`src/rtl/tetris_pkg.sv`:
```
// Shared Tetris definitions: block codes, grid geometry and line_clearer states.
package tetris_pkg;

    // Cell contents stored in grid memory
    localparam logic [7:0] BLOCK_AIR    = 8'd0;
    localparam logic [7:0] BLOCK_I      = 8'd1;
    localparam logic [7:0] BLOCK_O      = 8'd2;
    localparam logic [7:0] BLOCK_T      = 8'd3;
    localparam logic [7:0] BLOCK_S      = 8'd4;
    localparam logic [7:0] BLOCK_Z      = 8'd5;
    localparam logic [7:0] BLOCK_J      = 8'd6;
    localparam logic [7:0] BLOCK_L      = 8'd7;
    localparam logic [7:0] BLOCK_BORDER = 8'd8;

    // Grid geometry: 20 rows x 12 columns, followed by the piece placement area
    localparam logic [7:0] GRID_START_ADDR       = 8'd0;
    localparam logic [7:0] GRID_END_ADDR         = 8'd239;
    localparam logic [7:0] PLACE_AREA_START_ADDR = 8'd240;
    localparam logic [7:0] PLACE_AREA_END_ADDR   = 8'd251;
    localparam int         GRID_COLS             = 12;
    localparam int         GRID_ROWS             = 20;
    localparam int         FIRST_COL             = 1;
    localparam int         LAST_COL              = 10;

    // line_clearer FSM states
    typedef enum logic [2:0] {
        LC_IDLE,
        LC_CHK_ADDR,
        LC_CHK_DATA,
        LC_CPY_RD,
        LC_CPY_CAP,
        LC_CPY_WR,
        LC_CLR_WR,
        LC_DONE
    } lc_state_t;

endpackage

```
`src/rtl/line_clearer.sv`:
```
// Line-clear engine: scans the grid bottom-up, removes full rows by shifting
// the stack above them down one row, and counts the rows removed.
module line_clearer
    import tetris_pkg::*;
#(
    parameter int GRID_COLS = 12,
    parameter int GRID_ROWS = 20,
    parameter int FIRST_COL = 1,
    parameter int LAST_COL  = 10
) (
    input  logic       clk,
    input  logic       reset,
    input  logic       start,
    input  logic [7:0] tetris_grid_in,
    output logic [7:0] grid_address,
    output logic [7:0] grid_data_out,
    output logic       write_en,
    output logic       busy,
    output logic       done,
    output logic [4:0] lines_cleared
);

    localparam logic [4:0] BOTTOM_ROW = 5'(GRID_ROWS - 1);
    localparam logic [3:0] COL_FIRST  = 4'(FIRST_COL);
    localparam logic [3:0] COL_LAST   = 4'(LAST_COL);

    lc_state_t  state, state_nxt;
    logic [4:0] row, row_nxt;
    logic [4:0] dst, dst_nxt;
    logic [3:0] col, col_nxt;
    logic [7:0] cpy_buf, cpy_buf_nxt;
    logic [4:0] lines_nxt;
    logic       cell_air;

    // Start address of a row; the 12-wide grid uses a shift-add instead of a multiplier
    function automatic logic [7:0] row_base(input logic [4:0] r);
        if (GRID_COLS == 12)
            row_base = ({3'b0, r} << 3) + ({3'b0, r} << 2);
        else
            row_base = 8'({3'b0, r} * GRID_COLS);
    endfunction

    assign cell_air = (tetris_grid_in[3:0] == BLOCK_AIR[3:0]);

    // State and datapath registers
    always_ff @(posedge clk or posedge reset) begin
        if (reset) begin
            state         <= LC_IDLE;
            row           <= '0;
            col           <= '0;
            dst           <= '0;
            cpy_buf       <= '0;
            lines_cleared <= '0;
        end else begin
            state         <= state_nxt;
            row           <= row_nxt;
            col           <= col_nxt;
            dst           <= dst_nxt;
            cpy_buf       <= cpy_buf_nxt;
            lines_cleared <= lines_nxt;
        end
    end

    // Next-state, register updates and memory-side outputs (outputs depend on registers only)
    always_comb begin
        state_nxt     = state;
        row_nxt       = row;
        col_nxt       = col;
        dst_nxt       = dst;
        cpy_buf_nxt   = cpy_buf;
        lines_nxt     = lines_cleared;
        grid_address  = '0;
        grid_data_out = '0;
        write_en      = 1'b0;
        busy          = (state != LC_IDLE) && (state != LC_DONE);
        done          = 1'b0;
        case (state)
            LC_IDLE: begin
                if (start) begin
                    row_nxt   = BOTTOM_ROW;
                    col_nxt   = COL_FIRST;
                    lines_nxt = '0;
                    state_nxt = LC_CHK_ADDR;
                end
            end
            LC_CHK_ADDR: begin
                grid_address = row_base(row) + {4'b0, col};
                state_nxt    = LC_CHK_DATA;
            end
            LC_CHK_DATA: begin
                grid_address = row_base(row) + {4'b0, col};
                if (cell_air) begin
                    if (row == 5'd0) begin
                        state_nxt = LC_DONE;
                    end else begin
                        row_nxt   = row - 5'd1;
                        col_nxt   = COL_FIRST;
                        state_nxt = LC_CHK_ADDR;
                    end
                end else if (col < COL_LAST) begin
                    col_nxt   = col + 4'd1;
                    state_nxt = LC_CHK_ADDR;
                end else begin
                    if (lines_cleared != 5'd31) lines_nxt = lines_cleared + 5'd1;
                    dst_nxt   = row;
                    col_nxt   = COL_FIRST;
                    state_nxt = (row == 5'd0) ? LC_CLR_WR : LC_CPY_RD;
                end
            end
            LC_CPY_RD: begin
                grid_address = row_base(dst - 5'd1) + {4'b0, col};
                state_nxt    = LC_CPY_CAP;
            end
            LC_CPY_CAP: begin
                grid_address = row_base(dst - 5'd1) + {4'b0, col};
                cpy_buf_nxt  = tetris_grid_in;
                state_nxt    = LC_CPY_WR;
            end
            LC_CPY_WR: begin
                write_en      = 1'b1;
                grid_address  = row_base(dst) + {4'b0, col};
                grid_data_out = cpy_buf;
                if (col < COL_LAST) begin
                    col_nxt   = col + 4'd1;
                    state_nxt = LC_CPY_RD;
                end else begin
                    col_nxt   = COL_FIRST;
                    dst_nxt   = dst - 5'd1;
                    state_nxt = (dst == 5'd1) ? LC_CLR_WR : LC_CPY_RD;
                end
            end
            LC_CLR_WR: begin
                write_en      = 1'b1;
                grid_address  = {4'b0, col};
                grid_data_out = BLOCK_AIR;
                if (col < COL_LAST) begin
                    col_nxt = col + 4'd1;
                end else begin
                    // Rescan the same row: the row above has dropped into it
                    col_nxt   = COL_FIRST;
                    state_nxt = LC_CHK_ADDR;
                end
            end
            LC_DONE: begin
                done      = 1'b1;
                state_nxt = LC_IDLE;
            end
            default: state_nxt = LC_IDLE;
        endcase
    end

endmodule

```
`config.mk`:
```
export PLATFORM = sky130hd
export DESIGN_NAME = line_clearer
export DESIGN_NICKNAME = d
export VERILOG_FILES = /design/src/rtl/tetris_pkg.sv /design/src/rtl/line_clearer.sv
export SDC_FILE = /design/constraint.sdc
export NUM_CORES = 1
export LEC_CHECK = 0
export ABC_AREA = 1
export ABC_CLOCK_PERIOD_IN_PS = 4700
export BUFFER_PORTS_ARGS = -buffer_cell sky130_fd_sc_hd__buf_2
export CAP_MARGIN = 5
export CORE_MARGIN = 2
export CORE_UTILIZATION = 45
export DETAILED_ROUTE_END_ITERATION = 10
export MAX_ROUTING_LAYER = met4
export PLACE_DENSITY = 0.62
export SKIP_LAST_GASP = 1
export SYNTH_ARGS = -nofsm -noshare
export SYNTH_HDL_FRONTEND = slang
export SYNTH_SLANG_ARGS = --single-unit
```
`constraint.sdc`:
```
create_clock -name clk -period 4.7 [get_ports clk]
set_input_delay 1.41 -clock clk [delete_from_list [all_inputs] [get_ports clk]]
set_output_delay 1.41 -clock clk [all_outputs]
set_load 0.1 [all_outputs]
```
==> impl_metrics.csv <==
group,metric,value,unit
clocking,h-tree-depth,2,
setup_path,end_kind,"output port",
setup_path,cp.arrival,3.01,ns
setup_path,r2r-end,"col[2]",
logic_synthesis,synth_top_area_cell,"dfrtp_1",
sta,max_freq,0.226,GHz
sta,holdWs,0.487,ns
placed_design,place_hpwl,4.56,mm
global_route,grt_pass1_vias,2297,
logic_synthesis,synth.top_cells.by_count,"nand2_1, inv_1, nor2_1",
sta,layout_setup_ws,0.280,ns
floorplanning,die_h,79.7,um
logic_synthesis,synth_top_area_share,0.291,
logic_synthesis,synth_area_leaders,"dfrtp_1, ha_1, nand2_1, inv_1, o21ai_0",
setup_path,r2r_cells,11,
logic_synthesis,syn-instance-count,352,
logic_synthesis,syn_avg_cell_area,7.33,um2
floorplanning,start_util,0.469,
clocking,numClockSinks,30,
logic_synthesis,ys_types,40,
logic_synthesis,async_flop_share,1.00,
global_route,antenna_found_initial,0,
drt,routed_wirelength,5.87,mm
drt,drc,0,
clocking,clk_pin_slew,0.06,ns
global_route,grt_overflow,0,
floorplanning,core_area,5510,um2
final_layout,syn_to_final_growth,15.2,%
global_route,grt_max_degree,21,
setup_path,path_max_fanout,5,
global_route,grt_pass1_wl,10.4,mm
logic_synthesis,synth-main-ff-cell,"dfrtp_1",
drt,antenna_left,0,
setup_path,critPathMostFrequentCell,"nand2_1",
sta,setup_viol,0,
floorplanning,fp-row-count,27,
setup_path,start_kind,"flip-flop",
setup_path,crit_start,"dst[1]",
placed_design,dp_slack,0.266,ns
setup_path,r2r_start,"state[0]",
setup_path,crit_path_end,"grid_address[7]",
final_layout,drive_gt1_frac,0.188,
global_route,grt_usage,0.211,
clocking,tritoncts,"done",
floorplanning,die_w,79.7,um
final_layout,n_antenna_cell,0,
sta,hold_viol_final,0,
logic_synthesis,synth_nets,393,
setup_path,crit_required,3.29,ns
sta,fin_crit_sh,0.940,
clocking,cts_root_buffer,"clkbuf_8",
placed_design,io_buffers,34,
clocking,clk-insertion-delay-late,0.28,ns
drt,wl_per_cell,12.6,um
sta,timing.slew.headroom,0.472,
setup_path,crit_chain,"inv_1 > ha_2 > inv_1 > nand2_1 > nand2_1 > fa_1 > xor2_1 > nand2_1 > nand3_2 > inv_1 > nor2_2 > nand3_1 > nand2_1 > nand2_1 > nor2_2 > buf_6",
sta,tns,0,ns
hold_path,hold_depth,2,
hold_path,hold_class,"reg2reg",
drt,dr.pass1.iters,4,
drt,routed_via_density,5.16,
run,cap_violations,0,
sta,worst_slew_pin_slew,0.791,ns
run_status,status,"finished, final reports clean",
logic_synthesis,yosysWarningCount,0,
floorplanning,io_pins,35,
setup_path,slowest_delay,0.46,ns
logic_synthesis,ys_seq_elements,30,
clocking,cts_max_path_buffers,2,
final_layout,n_fill_cell,543,
final_layout,layout.nets,434,
placed_design,place_congestion,0.835,
sta,maxSlewViolCount,0,
logic_synthesis,synth_edf_count,0,
setup_path,worstSetupPathType,"reg2out",
logic_synthesis,netlist_area,2580,um2
final_layout,postLayoutCoreUtil,0.540,
logic_synthesis,synth_most_common_cell,"nand2_1",
floorplanning,fp.dieArea,6360,um2
setup_path,r2r_setup_slack,2.70,ns
logic_synthesis,synth_seq_area_share,0.291,
drt,drt_first_iter_violations,104,
setup_path,cpMaxStageDelayCell,"fa_1",
clocking,hold_buffers,0,
sta,min_period,4.42,ns
sta,rsz0062_at_grt,"false",
drt,vias,2399,
clocking,numCtsBuffers,5,
sta,clock_skew,0.00424,ns
-- sequential cells by signal, indices dropped and copies added (netlist names) --
| name | count |
|---|---|
| row | 5 |
| cpy_buf | 8 |
| lines_cleared | 5 |
| col | 4 |
| state | 3 |
| dst | 5 |
-- repair_timing --
item,4_1_cts,5_1_grt
gates resized for setup,1,7
setup buffers,0,1
endpoints found under the setup margin,1,5
-- critical path, delay by kind of cell (launching register included) --
kind	cells	cell delay, ns
adder cells (fa/ha/maj)	2	0.72
AND/OR/NAND/NOR	9	0.86
XOR/XNOR	1	0.18
flip-flops	1	0.43
buffers and inverters	4	0.53
-- cell type report --
| type | count | area [um2] | area share |
|---|---|---|---|
| clock buffers | 7 | 76.3 | 0.0257 |
| inverters | 63 | 236 | 0.0796 |
| multi-input cells | 256 | 1600 | 0.539 |
| flip-flops and latches | 30 | 752 | 0.253 |
| well taps | 72 | 90.1 | 0.0303 |
| repair buffers | 37 | 214 | 0.0720 |
-- layer usage --
metal / GRT usage / part of all wire / routed length, um
met5: - / 0 / 0
met4: 0.0569 / 0.013 / 75
met3: 0.0238 / 0.029 / 173
met2: 0.346 / 0.48 / 2790
met1: 0.278 / 0.48 / 2830
-- cell families after synthesis --
logic type | Yosys count | synth area share
AND/OR/NAND/NOR | 151 | 0.273
AO/OA/AOI/OAI | 70 | 0.163
buffers and inverters | 66 | 0.0989
adder cells (fa/ha/maj) | 30 | 0.157
flip-flops | 30 | 0.291
XOR/XNOR | 5 | 0.0170
-- stage by stage --
stage	std cells	area [um2]
global placement	457	2870
finish	465	2970
CTS	464	2950
floorplan	352	2600
detailed placement	457	2870
global route	465	2970
-- cell usage in the layout, fill, tap and decap left out, drive strengths merged --
| cell type | instances |
|---|---|
| a2111oi | 1 |
| a21boi | 1 |
| a21o | 1 |
| a21oi | 23 |
| a31oi | 3 |
| buf | 37 |
| clkbuf | 7 |
| clkinv | 1 |
| dfrtp | 30 |
| fa | 4 |
| ha | 26 |
| inv | 62 |
| nand2 | 70 |
| nand3 | 29 |
| nand4 | 4 |
| nor2 | 40 |
| nor3 | 5 |
| nor3b | 1 |
| o2111ai | 1 |
| o211ai | 5 |
| o21a | 1 |
| o21ai | 30 |
| o221ai | 1 |
| o22ai | 2 |
| o311ai | 1 |
| or2 | 2 |
| xnor2 | 1 |
| xor2 | 4 |
-- worst min-delay path by stage --
stage | start | endpoint | slack (ns)
finish | cpy_buf[3] | cpy_buf[3] | 0.49
global route | cpy_buf[0] | cpy_buf[0] | 0.52
CTS | cpy_buf[3] | cpy_buf[3] | 0.50
detailed placement | cpy_buf[2] | cpy_buf[2] | 0.48
global placement | cpy_buf[1] | cpy_buf[1] | 0.47
floorplan | cpy_buf[0] | cpy_buf[0] | 0.45
Power is not shown: default switching activity piles up to over one toggle a cycle in this logic, so the estimate is an artifact.
